[src/rtl/button_events_pkg.sv]
// button_events_pkg
//   Shared definitions for the button event decoder: the per-channel state
//   encoding, default hold/repeat timings and a small elaboration helper.
package button_events_pkg;

    typedef enum logic [1:0] {
        CH_IDLE,
        CH_HELD,
        CH_REPEAT
    } ch_state_e;

    localparam int unsigned DEFAULT_LONG_CYCLES   = 12_000_000;
    localparam int unsigned DEFAULT_REPEAT_CYCLES = 3_000_000;

    // Larger of two timings; sizes the shared per-channel counter.
    function automatic int unsigned max_u(input int unsigned a, input int unsigned b);
        return (a > b) ? a : b;
    endfunction

endpackage

[src/rtl/button_events_if.sv]
// button_events_if
//   Groups the button levels and the decoded event outputs of button_events.
//   master : drives btn_i, observes the events (button source / consumer side)
//   slave  : the decoder itself (samples btn_i, drives the event outputs)
//   Signals (all N_BTN wide, one bit per channel):
//     btn_i     debounced clk-synchronous button level, 1 = pressed
//     press_o   one-cycle pulse on press
//     release_o one-cycle pulse on release
//     long_o    one-cycle pulse when the hold reaches the long-press time
//     repeat_o  one-cycle auto-repeat pulse while held past long press
//     held_o    level, 1 while the channel is not idle
interface button_events_if #(
    parameter int unsigned N_BTN = 2
) ();

    logic [N_BTN-1:0] btn_i;
    logic [N_BTN-1:0] press_o;
    logic [N_BTN-1:0] release_o;
    logic [N_BTN-1:0] long_o;
    logic [N_BTN-1:0] repeat_o;
    logic [N_BTN-1:0] held_o;

    modport master (
        output btn_i,
        input  press_o,
        input  release_o,
        input  long_o,
        input  repeat_o,
        input  held_o
    );

    modport slave (
        input  btn_i,
        output press_o,
        output release_o,
        output long_o,
        output repeat_o,
        output held_o
    );

endinterface

[src/rtl/button_event_ch.sv]
// button_event_ch
//   One button channel: detects press/release edges and times long press and
//   auto-repeat. All outputs are registered.
//   Ports:
//     clk       system clock, rising edge
//     rst_ni    asynchronous active-low reset
//     btn_i     debounced, clk-synchronous button level (1 = pressed)
//     press_o   one-cycle pulse, cycle after the rising level is sampled
//     release_o one-cycle pulse, cycle after the low level is sampled
//     long_o    one-cycle pulse LONG_CYCLES cycles after press_o
//     repeat_o  one-cycle pulse every REPEAT_CYCLES cycles after long_o
//     held_o    1 from the press_o cycle up to the cycle before release_o
module button_event_ch
    import button_events_pkg::*;
#(
    parameter int unsigned LONG_CYCLES   = DEFAULT_LONG_CYCLES,
    parameter int unsigned REPEAT_CYCLES = DEFAULT_REPEAT_CYCLES,
    parameter bit          REPEAT_EN     = 1'b1
) (
    input  logic clk,
    input  logic rst_ni,
    input  logic btn_i,
    output logic press_o,
    output logic release_o,
    output logic long_o,
    output logic repeat_o,
    output logic held_o
);

    localparam int unsigned CNT_MAX = max_u(LONG_CYCLES, REPEAT_CYCLES);
    localparam int unsigned CNT_W   = $clog2(CNT_MAX);

    localparam logic [CNT_W-1:0] LONG_LAST = CNT_W'(LONG_CYCLES - 1);
    localparam logic [CNT_W-1:0] REP_LAST  = CNT_W'(REPEAT_CYCLES - 1);

    ch_state_e        state_q, state_d;
    logic [CNT_W-1:0] cnt_q, cnt_d;
    logic             sat_q, sat_d;
    logic             prev_q;
    logic             press_d, release_d, long_d, repeat_d, held_d;

    always_ff @(posedge clk or negedge rst_ni) begin
        if (!rst_ni) begin
            state_q   <= CH_IDLE;
            cnt_q     <= '0;
            sat_q     <= 1'b0;
            prev_q    <= 1'b0;
            press_o   <= 1'b0;
            release_o <= 1'b0;
            long_o    <= 1'b0;
            repeat_o  <= 1'b0;
            held_o    <= 1'b0;
        end else begin
            state_q   <= state_d;
            cnt_q     <= cnt_d;
            sat_q     <= sat_d;
            prev_q    <= btn_i;
            press_o   <= press_d;
            release_o <= release_d;
            long_o    <= long_d;
            repeat_o  <= repeat_d;
            held_o    <= held_d;
        end
    end

    // The counter equals the number of held edges since press, so the long
    // pulse is issued when it reaches LONG_CYCLES-1 with the button still down.
    // Release is tested first, which suppresses a coinciding long/repeat.
    // Without auto-repeat the count saturates; sat_q stops a second long pulse.
    always_comb begin
        state_d   = state_q;
        cnt_d     = cnt_q;
        sat_d     = sat_q;
        press_d   = 1'b0;
        release_d = 1'b0;
        long_d    = 1'b0;
        repeat_d  = 1'b0;

        case (state_q)
            CH_IDLE: begin
                if (btn_i && !prev_q) begin
                    state_d = CH_HELD;
                    cnt_d   = '0;
                    sat_d   = 1'b0;
                    press_d = 1'b1;
                end
            end

            CH_HELD: begin
                if (!btn_i) begin
                    state_d   = CH_IDLE;
                    cnt_d     = '0;
                    sat_d     = 1'b0;
                    release_d = 1'b1;
                end else if (!sat_q) begin
                    if (cnt_q == LONG_LAST) begin
                        long_d = 1'b1;
                        if (REPEAT_EN) begin
                            state_d = CH_REPEAT;
                            cnt_d   = '0;
                        end else begin
                            sat_d = 1'b1;
                        end
                    end else begin
                        cnt_d = cnt_q + CNT_W'(1);
                    end
                end
            end

            CH_REPEAT: begin
                if (!btn_i) begin
                    state_d   = CH_IDLE;
                    cnt_d     = '0;
                    sat_d     = 1'b0;
                    release_d = 1'b1;
                end else if (cnt_q == REP_LAST) begin
                    repeat_d = 1'b1;
                    cnt_d    = '0;
                end else begin
                    cnt_d = cnt_q + CNT_W'(1);
                end
            end

            default: begin
                state_d = CH_IDLE;
                cnt_d   = '0;
                sat_d   = 1'b0;
            end
        endcase

        held_d = (state_d != CH_IDLE);
    end

endmodule

[src/rtl/button_events.sv]
// button_events
//   Press / release / long-press / auto-repeat event decoder for N_BTN
//   independent, already debounced buttons.
//   Ports:
//     clk     system clock, rising edge
//     rst_ni  asynchronous active-low reset
//     bus     button_events_if slave: btn_i in; press_o, release_o, long_o,
//             repeat_o, held_o out (one bit per channel)
module button_events
    import button_events_pkg::*;
#(
    parameter int unsigned N_BTN         = 2,
    parameter int unsigned LONG_CYCLES   = DEFAULT_LONG_CYCLES,
    parameter int unsigned REPEAT_CYCLES = DEFAULT_REPEAT_CYCLES,
    parameter bit          REPEAT_EN     = 1'b1
) (
    input  logic           clk,
    input  logic           rst_ni,
    button_events_if.slave bus
);

    logic [N_BTN-1:0] press, rel, lng, rep, held;

    for (genvar g = 0; g < N_BTN; g++) begin : g_ch
        button_event_ch #(
            .LONG_CYCLES   (LONG_CYCLES),
            .REPEAT_CYCLES (REPEAT_CYCLES),
            .REPEAT_EN     (REPEAT_EN)
        ) u_ch (
            .clk       (clk),
            .rst_ni    (rst_ni),
            .btn_i     (bus.btn_i[g]),
            .press_o   (press[g]),
            .release_o (rel[g]),
            .long_o    (lng[g]),
            .repeat_o  (rep[g]),
            .held_o    (held[g])
        );
    end

    assign bus.press_o   = press;
    assign bus.release_o = rel;
    assign bus.long_o    = lng;
    assign bus.repeat_o  = rep;
    assign bus.held_o    = held;

endmodule

[src/flat_wrapper.sv]
// flat-port wrapper written by rule: the top's interface ports become plain ports
module button_events_flat import button_events_pkg::*;
#(
    parameter int unsigned N_BTN         = 2,
    parameter int unsigned LONG_CYCLES   = DEFAULT_LONG_CYCLES,
    parameter int unsigned REPEAT_CYCLES = DEFAULT_REPEAT_CYCLES,
    parameter bit          REPEAT_EN     = 1'b1
)
  (clk, rst_ni, bus_btn_i, bus_press_o, bus_release_o, bus_long_o, bus_repeat_o, bus_held_o);
  button_events_if #(.N_BTN(N_BTN)) bus_i ();
  input  logic clk;
  input  logic rst_ni;
  input wire logic [$bits(bus_i.btn_i)-1:0] bus_btn_i;
  output wire logic [$bits(bus_i.press_o)-1:0] bus_press_o;
  output wire logic [$bits(bus_i.release_o)-1:0] bus_release_o;
  output wire logic [$bits(bus_i.long_o)-1:0] bus_long_o;
  output wire logic [$bits(bus_i.repeat_o)-1:0] bus_repeat_o;
  output wire logic [$bits(bus_i.held_o)-1:0] bus_held_o;
  assign bus_i.btn_i = bus_btn_i;
  assign bus_press_o = bus_i.press_o;
  assign bus_release_o = bus_i.release_o;
  assign bus_long_o = bus_i.long_o;
  assign bus_repeat_o = bus_i.repeat_o;
  assign bus_held_o = bus_i.held_o;
  button_events #(.N_BTN(N_BTN), .LONG_CYCLES(LONG_CYCLES), .REPEAT_CYCLES(REPEAT_CYCLES), .REPEAT_EN(REPEAT_EN)) u_core (.clk(clk), .rst_ni(rst_ni), .bus(bus_i));
endmodule
[config.mk]
export PLATFORM = sky130hd
export DESIGN_NAME = button_events_flat
export DESIGN_NICKNAME = d
export VERILOG_FILES = /design/src/rtl/button_events_pkg.sv /design/src/rtl/button_events_if.sv /design/src/rtl/button_event_ch.sv /design/src/rtl/button_events.sv /design/src/flat_wrapper.sv
export SDC_FILE = /design/constraint.sdc
export NUM_CORES = 1
export LEC_CHECK = 0
export CAP_MARGIN = 20
export CORE_MARGIN = 1
export CORE_UTILIZATION = 27
export CTS_BUF_LIST = sky130_fd_sc_hd__clkbuf_16
export CTS_CLUSTER_SIZE = 25
export DETAILED_ROUTE_END_ITERATION = 8
export DONT_BUFFER_PORTS = 1
export HOLD_SLACK_MARGIN = 0.08
export PLACE_DENSITY = 0.48
export SYNTH_ARGS = -nofsm -noshare
export SYNTH_HDL_FRONTEND = slang
export SYNTH_SLANG_ARGS = --single-unit
[constraint.sdc]
create_clock -name clk -period 6 [get_ports clk]
set_clock_uncertainty 0.15 [all_clocks]
set_input_delay 0.6 -clock clk [delete_from_list [all_inputs] [get_ports clk]]
set_output_delay 0.6 -clock clk [all_outputs]
set_load 0.01 [all_outputs]
==> flow_metrics.tcl, run 1 <==
set metrics [dict create \
    synth.distinct_cells 56 \
    yosys_warnings 0 \
    wirelength_mm 8.255 \
    synth_xor_area_frac 0.04973 \
    track_usage 0.1249 \
    hpwl_mm 5.672 \
    crit_type "flip-flop to flip-flop" \
    whs_path_depth 0 \
    ys_seq_area_frac 0.4465 \
    grt-ovfl-total 0 \
    fill_cells 1345 \
    arrival_ns 2.80 \
    antenna_left 0 \
    synth_area_leaders "dfrtp_1, nand2_1, xor2_1" \
    gp_congestion 0.7883 \
    syn-cell-area_um2 3699 \
    place_area_um2 3802 \
    crit_start "u_core.g_ch[1].u_ch.state_q[1]$_DFF_PN0_" \
    area_growth_pct 10.89 \
    tritoncts "done" \
    setup_viol 0 \
    critPathMaxStageDelay_ns 0.63 \
    nNetsFinal 400 \
    cts.clk_slew.worst_paths_ns 0.06 \
    cp_top_family "simple AND/OR/NAND/NOR gates" \
    core.rowCount 42 \
    utilization 0.3085 \
    rrSetupSlack_ns 3.30 \
    hold_violations 0 \
    finalInstanceArea_um2 4101 \
    cts_hold_buf 2 \
    synth_fp_nets 408 \
    fin_cells 567 \
    synth-edff-count 0 \
    place_inst 549 \
    grt_pass1_vias 2805 \
    antennaDiodeCount 0 \
    initial_utilization 0.2782 \
    port_buffers 0 \
    die_y_um 119.0 \
    clk-insertion-delay-late_ns 0.33 \
    power.density_nw_per_um2 280.8 \
    cts_resized 0 \
    leakage_uw 0.001640 \
    cts_buffers 9 \
    min_from "bus_btn_i[1]" \
    end_kind "flip-flop" \
    die_w_um 119.0 \
    worst_pin_slew_ns 0.7888 \
    grt_pass1_wl_mm 14.12 \
    post-route-period-util 0.4495 \
    r2r_cells 7 \
    core_um2 13300 \
    drt_iter0_drc 280 \
    cp_max_fo 9 \
    synth_top_family_by_area "simple AND/OR/NAND/NOR gates" \
    synth-compound-area-share 0.1522 \
    yosys.area.top_type_share 0.4465 \
    ir_drop_v 0.0001256 \
    viasPerCell 5.081 \
    worst_slew_margin_rel 0.4717 \
    vias 2881 \
    synth_most_common_cell "dfrtp_1" \
    drv_slew 0 \
    hp-class "input port to flip-flop" \
    crit_path_cell_trace "inv_1 > ha_1 > and3_2 > a2111oi_4 > nand3_4 > or4_4 > a22oi_2" \
    crit_buf_inv 1 \
    synth_seq_cells 66 \
    dr.pass1.iters 4 \
    dieArea_um2 14170 \
    synth.mux.area_fraction 0 \
    htreeDepth 3 \
    synth_common_cells "dfrtp_1, nand2_1, a21oi_1" \
    synth_fa_ha_area_frac 0.03383 \
    ys.flop_type "dfrtp_1" \
    cp-start-kind "flip-flop" \
    worstPathRequired_ns 6.10 \
    min_to "u_core.g_ch[1].u_ch.prev_q$_DFF_PN0_" \
    async_flop_share 1.000 \
    ff_latch_area_um2 1652 \
    io_pins 14 \
    wl_per_cell_um 14.56 \
    antenna_found_initial 0 \
    drv_cap 0 \
    max_freq_mhz 370.8 \
    cts_root_buf "clkbuf_16" \
    status "completed" \
    grt_max_degree 67 \
    r2r-end "u_core.g_ch[1].u_ch.cnt_q[22]$_DFFE_PN0P_" \
    synth_top_area_cell "dfrtp_1" \
    slowest_stage "a2111oi_4" \
    multi_input_area_um2 1874 \
    post_cts_buffers 0 \
    synthSimpleGateAreaFrac 0.2710 \
    finalCriticalPeriod_ns 2.697 \
    tns_ns 0 \
    cts_sinks 66 \
    drt_drc_violations_left 0 \
    drive_above_1_share 0.07673 \
    clock_path_buffers 2 \
    avgSynthCellArea_um2 9.387 \
    rsz0062_at_grt "false" \
    r2r_start "u_core.g_ch[1].u_ch.state_q[1]$_DFF_PN0_" \
    netlist_instances 394 \
]
## how the worst max path moves through the flow
stage                                                endpoint  slack [ns]  cells past startpoint
floorplan           u_core.g_ch[1].u_ch.cnt_q[22]$_DFFE_PN0P_        3.56                      7
global placement    u_core.g_ch[1].u_ch.cnt_q[22]$_DFFE_PN0P_        3.39                      7
detailed placement  u_core.g_ch[1].u_ch.cnt_q[22]$_DFFE_PN0P_        3.33                      7
CTS                 u_core.g_ch[1].u_ch.cnt_q[22]$_DFFE_PN0P_        3.32                      7
global route         u_core.g_ch[0].u_ch.cnt_q[9]$_DFFE_PN0P_        3.09                      5
finish              u_core.g_ch[1].u_ch.cnt_q[22]$_DFFE_PN0P_        3.30                      7
## state kept, by name, summed over array words and instances, names as in the netlist
register	flops
u_core.g_ch.u_ch.cnt_q	48
u_core.g_ch.u_ch.state_q	4
u_core.g_ch.u_ch.held_o	2
u_core.g_ch.u_ch.long_o	2
u_core.g_ch.u_ch.press_o	2
u_core.g_ch.u_ch.prev_q	2
u_core.g_ch.u_ch.release_o	2
u_core.g_ch.u_ch.repeat_o	2
u_core.g_ch.u_ch.sat_q	2
## metal layers
| layer | share of wire | GRT usage | up-vias | routed length [um] |
|---|---|---|---|---|
| met5 | 0 | 0 | - | 0 |
| met4 | 0.017 | 0.06171 | 0 | 137 |
| met3 | 0.030 | 0.02251 | 11 | 246 |
| met2 | 0.44 | 0.1806 | 43 | 3655 |
| met1 | 0.51 | 0.1776 | 1397 | 4215 |
| li1 | - | - | 1430 | - |
## cells by family after synthesis
| kind of cell | count (synthesis) |
|---|---|
| AO/OA/AOI/OAI | 85 |
| XOR/XNOR | 21 |
| adder cells (fa/ha/maj) | 10 |
| buffers and inverters | 34 |
| flip-flops | 66 |
| AND/OR/NAND/NOR | 178 |
## report_power, final
group,total [uW],leakage (uW),switching (uW),internal [uW]
clock network,465,0.000124,191,273
logic,194,0.000608,137,56.6
registers,493,0.000908,24.3,469
## area by class of cell
type / count / area share
clock buffers: 9 / 0.05491
well taps: 176 / 0.05369
multi-input cells: 294 / 0.4570
flip-flops and latches: 66 / 0.4027
repair buffers: 4 / 0.01281
clock inverters: 7 / 0.008847
inverters: 11 / 0.01007
## cells in the final DEF (no fill, tap or decap), types with 5 or more instances in the layout
cell       count
nor2_1        22
nand3_1       20
clkbuf_16      9
or3_1          6
nand4_1       24
nor3_1         5
o211ai_1       7
dfrtp_1       66
nand2_1       47
and2_1         6
xor2_1        19
nor4_1         7
a21oi_1       27
inv_1         11
ha_1          10
o21ai_0       19
and3_1         8
## stage by stage
step                      total power [uW]  setup slack (ns)  hold WS, ns
after floorplan                      659.9             3.560       0.1544
after global placement               683.0             3.386       0.1566
after detailed placement             684.6             3.331       0.1568
after CTS                             1171             3.316       0.1328
after global routing                  1208             3.089       0.1373
final                                 1152             3.303       0.1475
No activity file was read; power rests on OpenSTA's default activity.
==> inputs of run 2 (changes only) <==
Clock period 6 ns to 2.6 ns, I/O delays scaled along.
==> run 2 against run 1 <==
Register-to-register slack got worse by 3.1 ns. Largest cell class unchanged. Largest power group is now the clock network. Fmax increased by 10%. Count of clock-buffer cells in the layout unchanged. Power increased to 2.5 times the previous value. Critical path type unchanged.
==> flow_metrics.tcl, run 2 (same netlist as run 1, synthesis figures left out) <==
set metrics [dict create \
    hpwl_mm 5.865 \
    core.rowCount 42 \
    gp_congestion 0.7636 \
    leakage_uw 0.001773 \
    cp-start-kind "flip-flop" \
    drt_drc_violations_left 0 \
    tritoncts "done" \
    drive_above_1_share 0.1171 \
    area_growth_pct 16.54 \
    antenna_found_initial 0 \
    rsz0062_at_grt "false" \
    dieArea_um2 14170 \
    fin_cells 586 \
    cp_max_fo 9 \
    arrival_ns 2.55 \
    drv_cap 0 \
    dr.pass1.iters 4 \
    antenna_left 0 \
    crit_type "flip-flop to flip-flop" \
    viasPerCell 5.068 \
    hold_violations 0 \
    fin_hold_ws_ns 0.1063 \
    power.density_nw_per_um2 677.6 \
    finalInstanceArea_um2 4310 \
    wirelength_mm 8.491 \
    cts.clk_slew.worst_paths_ns 0.06 \
    nNetsFinal 419 \
    end_kind "flip-flop" \
    drv_slew 0 \
    post-route-period-util 0.9399 \
    setup_viol 0 \
    grt_max_degree 67 \
    final_common_cell "dfrtp_1" \
    met3_usage 0.03879 \
    hp-class "input port to flip-flop" \
    antennaDiodeCount 0 \
    cts_root_buf "clkbuf_16" \
    cts_buffers 9 \
    core_um2 13300 \
    place_area_um2 3943 \
    htreeDepth 3 \
    grt-ovfl-total 0 \
    grtUsageMet2 0.1824 \
    worstPathRequired_ns 2.70 \
    clk-insertion-delay-late_ns 0.33 \
    largest_reg_flops 48 \
    status "completed" \
    track_usage 0.1301 \
    worst_slew_margin_rel 0.5571 \
    finalCriticalPeriod_ns 2.444 \
    worst_pin_slew_ns 0.6613 \
    layout_common_cells "dfrtp_1, nand2_1, a21oi_1" \
    die_w_um 119.0 \
    port_buffers 0 \
    largestRegisters "u_core.g_ch.u_ch.cnt_q (48), u_core.g_ch.u_ch.state_q (4)" \
    initial_utilization 0.2782 \
    top_register "u_core.g_ch.u_ch.cnt_q" \
    grt_pass1_wl_mm 14.61 \
    clock_path_buffers 2 \
    gr-max-usage-layer "met1" \
    io_pins 14 \
    cts_sinks 66 \
    drt_iter0_drc 235 \
    grt_pass1_vias 2850 \
    wl_per_cell_um 14.49 \
    rrSetupSlack_ns 0.16 \
    post_cts_buffers 0 \
    die_y_um 119.0 \
    vias 2970 \
    place_inst 566 \
    ir_drop_v 0.0002979 \
    max_freq_mhz 409.2 \
    cts_resized 0 \
    grt_util_met1 0.1890 \
    tns_ns 0 \
]
run 2: cell types whose count changed in the layout (fill, tap and decap cells not counted):
cell           change
bufinv_16          +2
clkinvlp_4         -1
clkinv_1           -2
buf_4             +16
inv_1              +1
buf_12             +1
dlygate4sd3_1      +2
run 2: cell type report:
class                      instances  area (um2)
clock buffer                       9       225.2
clock inverter                     7       85.08
fill                            1346        8985
inverter                          11       41.29
multi-input combinational        294        1874
sequential                        66        1652
tap                              176       220.2
timing repair buffer              23       212.7
run 2: metrics by stage:
step                      power, uW  utilization  worst slack [ns]
after floorplan                1523            -            0.1595
after global placement         1633       0.2965            0.2073
after detailed placement       1638       0.2965            0.1698
after CTS                      2962       0.3242            0.1538
after global routing           3060       0.3242           0.04361
final                          2921       0.3242            0.1562
run 2: power breakdown:
part / total [uW] / internal [uW] / switching, uW
Clock: 1270 / 828 / 445
Combinational: 511 / 176 / 334
Sequential: 1140 / 1080 / 55.1
run 2: worst paths after layout:
path,startpoint,to,cells after the start
max,u_core.g_ch[1].u_ch.state_q[1]$_DFF_PN0_,u_core.g_ch[1].u_ch.cnt_q[22]$_DFFE_PN0P_,7
min,bus_btn_i[0],u_core.g_ch[0].u_ch.sat_q$_DFFE_PN0P_,3
max reg2reg,u_core.g_ch[1].u_ch.state_q[1]$_DFF_PN0_,u_core.g_ch[1].u_ch.cnt_q[22]$_DFFE_PN0P_,7
min reg2reg,u_core.g_ch[0].u_ch.prev_q$_DFF_PN0_,u_core.g_ch[0].u_ch.press_o$_DFF_PN0_,1
max in group asynchronous,rst_ni,u_core.g_ch[0].u_ch.cnt_q[0]$_DFFE_PN0P_,2
min in group asynchronous,rst_ni,u_core.g_ch[0].u_ch.state_q[1]$_DFF_PN0_,2
run 2: worst max-delay path, cell delays in order, from the launching register on:
cell and delay [ns]:
dfrtp_1 0.39, inv_1 0.08, ha_1 0.22, and3_2 0.25, a2111oi_4 0.41, nand3_4 0.18
or4_4 0.54, a22oi_2 0.14
run 2: repair_timing:
item,in CTS,in global routing
endpoints found under the setup margin,0,0
hold endpoints to repair,81,0
hold buffers,4,0
run 2: metal layers:
layer	part of all wire	routed length (um)	vias up
met5	0	0	-
met4	0.011	95	0
met3	0.044	372	6
met2	0.43	3661	54
met1	0.51	4362	1440
li1	-	-	1470
==> inputs of run 3 (changes only) <==
--- a/config.mk
+++ b/config.mk
@@ -7,3 +7,2 @@
 export LEC_CHECK = 0
-export CAP_MARGIN = 20
 export CORE_MARGIN = 1
--- a/constraint.sdc
+++ b/constraint.sdc
@@ -4,2 +4,2 @@
 set_output_delay 0.26 -clock clk [all_outputs]
-set_load 0.01 [all_outputs]
+set_load 0.02 [all_outputs]
==> results of run 3 <==
Same layout as run 2 (identical final DEF). Status: completed.
Main changes from that run: total power 2921 uW -> 2942 uW; worst IR drop on VDD 0.0002979 V -> 0.0002989 V
